--- src/rtl/uv_arb_rr_hold.sv ---
// Round-robin arbiter with a registered one-hot grant, owner hold limit and
// a mandatory idle cycle between consecutive grants.
module uv_arb_rr_hold #(
  parameter int unsigned WIDTH    = 4,
  parameter int unsigned MAX_HOLD = 16
) (
  input  logic                       clk,
  input  logic                       rst,
  input  logic [WIDTH-1:0]           req,
  input  logic                       done,
  output logic [WIDTH-1:0]           grant,
  output logic                       grant_vld,
  output logic [$clog2(WIDTH)-1:0]   grant_idx,
  output logic                       timeout
);

  localparam int unsigned IdxW  = $clog2(WIDTH);
  localparam int unsigned HoldW = $clog2(MAX_HOLD);

  typedef enum logic [0:0] {StIdle, StBusy} state_e;

  state_e            state_q, state_d;
  logic [IdxW-1:0]   ptr_q, ptr_d;
  logic [IdxW-1:0]   idx_q, idx_d;
  logic [HoldW-1:0]  hold_q, hold_d;
  logic [WIDTH-1:0]  grant_q, grant_d;
  logic              timeout_q, timeout_d;

  logic              pick_vld;
  logic [IdxW-1:0]   pick_idx;
  logic              hold_at_max;
  logic              owner_req;
  logic [IdxW-1:0]   ptr_next;

  // Wrap-around scan starting at the priority pointer.
  always_comb begin
    int unsigned     j;
    logic [IdxW-1:0] cand;
    pick_vld = 1'b0;
    pick_idx = '0;
    for (int unsigned i = 0; i < WIDTH; i++) begin
      j = 32'(ptr_q) + i;
      if (j >= WIDTH) j = j - WIDTH;
      cand = IdxW'(j);
      if (!pick_vld && req[cand]) begin
        pick_vld = 1'b1;
        pick_idx = cand;
      end
    end
  end

  assign hold_at_max = (hold_q == HoldW'(MAX_HOLD - 1));
  assign owner_req   = req[idx_q];
  assign ptr_next    = (idx_q == IdxW'(WIDTH - 1)) ? '0 : idx_q + 1'b1;

  always_comb begin
    state_d   = state_q;
    ptr_d     = ptr_q;
    idx_d     = idx_q;
    hold_d    = hold_q;
    grant_d   = grant_q;
    timeout_d = 1'b0;
    unique case (state_q)
      StIdle: begin
        if (pick_vld) begin
          state_d = StBusy;
          grant_d = {{(WIDTH-1){1'b0}}, 1'b1} << pick_idx;
          idx_d   = pick_idx;
          hold_d  = '0;
        end
      end
      StBusy: begin
        if (done || !owner_req || hold_at_max) begin
          state_d   = StIdle;
          grant_d   = '0;
          idx_d     = '0;
          hold_d    = '0;
          ptr_d     = ptr_next;
          // Only a pure hold-limit release is reported as a timeout.
          timeout_d = hold_at_max && !done && owner_req;
        end else begin
          hold_d = hold_q + 1'b1;
        end
      end
      default: state_d = StIdle;
    endcase
  end

  always_ff @(posedge clk or posedge rst) begin
    if (rst) begin
      state_q   <= StIdle;
      ptr_q     <= '0;
      idx_q     <= '0;
      hold_q    <= '0;
      grant_q   <= '0;
      timeout_q <= 1'b0;
    end else begin
      state_q   <= state_d;
      ptr_q     <= ptr_d;
      idx_q     <= idx_d;
      hold_q    <= hold_d;
      grant_q   <= grant_d;
      timeout_q <= timeout_d;
    end
  end

  assign grant     = grant_q;
  assign grant_vld = |grant_q;
  assign grant_idx = idx_q;
  assign timeout   = timeout_q;

endmodule

--- config.mk ---
export PLATFORM = sky130hd
export DESIGN_NAME = uv_arb_rr_hold
export DESIGN_NICKNAME = d
export VERILOG_FILES = /design/src/rtl/uv_arb_rr_hold.sv
export SDC_FILE = /design/constraint.sdc
export NUM_CORES = 1
export LEC_CHECK = 0
export ABC_AREA = 1
export CAP_MARGIN = 40
export CORE_MARGIN = 8
export CORE_UTILIZATION = 35
export DETAILED_ROUTE_END_ITERATION = 7
export PLACE_DENSITY = 0.61
export SETUP_SLACK_MARGIN = 0.02
export SLEW_MARGIN = 10
export SYNTH_ARGS = -nofsm -noshare
export SYNTH_HDL_FRONTEND = slang
export SYNTH_SLANG_ARGS = --single-unit
--- constraint.sdc ---
create_clock -name clk -period 1.5 [get_ports clk]
set_input_delay 0.15 -clock clk [delete_from_list [all_inputs] [get_ports clk]]
set_output_delay 0.15 -clock clk [all_outputs]
set_load 0.03 [all_outputs]
==> results.sh <==
export IMPL_outcome="finished, violations left"
export IMPL_violations="setup timing"
export IMPL_arrival_ns=1.80
export IMPL_synth_cells=138
export IMPL_power_leakage_nw=0.777
export IMPL_yosysMostFrequentCell="nand2_1"
export IMPL_ios=15
export IMPL_drive_above_1_share_pct=36.4
export IMPL_cts_buffer_depth=2
export IMPL_core_um2=2730
export IMPL_stdcell_count=204
export IMPL_synth_cell_types=23
export IMPL_drc=0
export IMPL_synthToLayoutAreaGrowth_pct=40.5
export IMPL_reg2reg_slack_ns=-0.10
export IMPL_fin_ws_ns=-0.104
export IMPL_finalPower_mw=3.05
export IMPL_grt_max_degree=15
export IMPL_routed_wl_um=2470
export IMPL_worst_path_max_fanout=6
export IMPL_synth_edff_count=0
export IMPL_start_util_pct=36.8
export IMPL_drt_iter0_markers=44
export IMPL_power_density_nw_per_um2=2160
export IMPL_n_antenna_cell=0
export IMPL_cts_buffers=3
export IMPL_ys_top_cells_by_area="dfrtp_1 (35%), nand2_1 (17%), nand3_1 (7.0%)"
export IMPL_dieArea_um2=4840
export IMPL_peakVddDrop_uv=1660
export IMPL_slew_limit_headroom_pct=65.0
export IMPL_vias=972
export IMPL_wl_per_cell_um=12.1
export IMPL_fillers=264
export IMPL_setup_violations=9
export IMPL_final_core_util_pct=51.6
export IMPL_hold_class="in2async"
export IMPL_antenna_found_initial=0
export IMPL_rsz0062_at_grt="true"
export IMPL_grt_pass1_wl_um=4350
export IMPL_ff2ff_path_depth=11
export IMPL_period_share_pct=107
export IMPL_synthArstFlopShare_pct=100
export IMPL_finalHoldViolCount=0
export IMPL_worstSetupPathType="reg2reg"
export IMPL_clk_latency_ns=0.28
export IMPL_yosys_warnings=0
export IMPL_synth_top_cell_by_area="dfrtp_1"
export IMPL_syn_mean_instance_area_um2=7.28
export IMPL_maxCapViolations=0
export IMPL_gp_congestion=0.756
export IMPL_grt_use_total_pct=10.5
export IMPL_ant_nets=0
export IMPL_cts_tree="yes"
export IMPL_rows=19
export IMPL_final_nets=184
export IMPL_clkTransAtPathRegs_ns=0.08
export IMPL_place_inst=194
export IMPL_synthesis_nets=147
export IMPL_fmax_mhz=623
export IMPL_ys_top_cells_by_count="nand2_1 (46), inv_1 (18), dfrtp_1 (14), nand3_1 (14), nand2_2 (9)"
export IMPL_startpoint_type="register"
export IMPL_yosys_area_top_type_share_pct=34.9
export IMPL_ys_flop_type="dfrtp_1"
export IMPL_worst_pin_slew_ns=0.524
export IMPL_drv_slew=0
export IMPL_clock_sinks=14
export IMPL_grt_pass1_vias=985
export IMPL_min_period_ns=1.60
export IMPL_cp_required_ns=1.70
export IMPL_portBuffers=14
export IMPL_cts_root_buf="clkbuf_4"
export IMPL_cp_end_kind="register"
export IMPL_finClkSkew_ns=0.00585
export IMPL_synthesis_area_um2=1000
export IMPL_yosysSeqAreaShare_pct=34.9
export IMPL_grt_overflow_total=0
export IMPL_synth_seq_cells=14
export IMPL_die_w_um=69.6
export IMPL_dp_hpwl_um=1850
export IMPL_first_pass_iters=4
export IMPL_drt_vias_per_instance=4.76
export IMPL_htreeDepth=1
export IMPL_die_y_um=69.6
-- repair_timing --
| action | in CTS | in global routing |
|---|---|---|
| cloned | 1 | 0 |
| setup buffers | 5 | 1 |
| hold buffers | 0 | 0 |
| gates resized for setup | 23 | 17 |
| pin swaps | 6 | 9 |
| setup endpoints to repair | 15 | 15 |
-- state kept, by name (all words and copies together) (netlist names) --
signal     count
state_q        1
grant          4
ptr_q          2
grant_idx      2
hold_q         4
timeout        1
-- worst paths after layout --
path                           start           end
hold reg to reg            hold_q[1]     hold_q[1]
min in group clk                done       timeout
setup / recovery            ptr_q[0]     hold_q[0]
hold / removal                   rst     hold_q[0]
max in group asynchronous        rst  grant_idx[0]
setup reg to reg            ptr_q[0]     hold_q[0]
-- critical path: stages (launching register included) --
cell and delay (ns):
dfrtp_1 0.41, inv_2 0.09, buf_6 0.14, nand2_2 0.05, nand2_2 0.06, nand2_4 0.07, nand2_2 0.06, nor2_4 0.13
nand3_4 0.14, nor2_4 0.14, inv_2 0.06, mux2i_2 0.15
-- area by class of cell --
type | instances | area, µm² | share of cell area (%)
clock buffers | 3 | 22.5 | 1.60
multi-input cells | 102 | 633 | 44.9
well taps | 31 | 38.8 | 2.75
repair buffers | 32 | 283 | 20.0
flip-flops and latches | 14 | 352 | 24.9
inverters | 22 | 82.6 | 5.85
-- cells by family after synthesis --
family | count (synthesis) | share of synthesized area, %
compound gates | 12 | 7.47
xor+xnor | 1 | 0.872
fa+ha+maj | 2 | 2.49
buf+inv | 23 | 9.34
flops | 14 | 34.9
mux | 1 | 1.37
simple gates | 85 | 43.6
-- power by group --
group	switching [mW]	internal [mW]	total [mW]
clock network	0.118	0.0930	0.211
logic	1.32	0.892	2.21
registers	0.133	0.496	0.629
total	1.57	1.48	3.05
-- routing by layer --
metal | part of all wire (%) | vias to the layer above | global-route usage (%) | wire [µm]
met3 | 3.0 | 0 | 2.72 | 73
met4 | 0 | 0 | 3.64 | 0
li1 | - | 513 | - | -
met2 | 52 | 14 | 18.0 | 1290
met1 | 45 | 445 | 12.3 | 1100
met5 | 0 | - | 0 | 0
-- cell usage in the layout, fill, tap and decap left out, types with 4 or more instances in the layout --
master	netlist	final
nor2_1	4	4
o21ai_2	2	4
dlygate4sd2_1	0	6
dfrtp_1	14	13
buf_4	0	15
clkdlybuf4s50_1	0	6
nand2_1	46	38
inv_2	4	6
buf_6	1	4
nand2_4	4	9
nand3_1	14	12
inv_1	18	16
nand2_2	9	13
-- through the flow --
| step | setup TNS, ns | hold slack (ns) | area (µm²) | worst slack, ns |
|---|---|---|---|---|
| after CTS | -0.395 | 0.233 | 1370 | -0.154 |
| after floorplan | 0 | 0.0392 | 1000 | 0.0959 |
| after detailed placement | -1.63 | 0.500 | 1260 | -0.163 |
| after global placement | -1.41 | 0.485 | 1260 | -0.162 |
| final | -0.384 | 0.208 | 1410 | -0.104 |
| after global routing | -1.56 | 0.264 | 1410 | -0.202 |
Power figures use the tool's default switching activity.
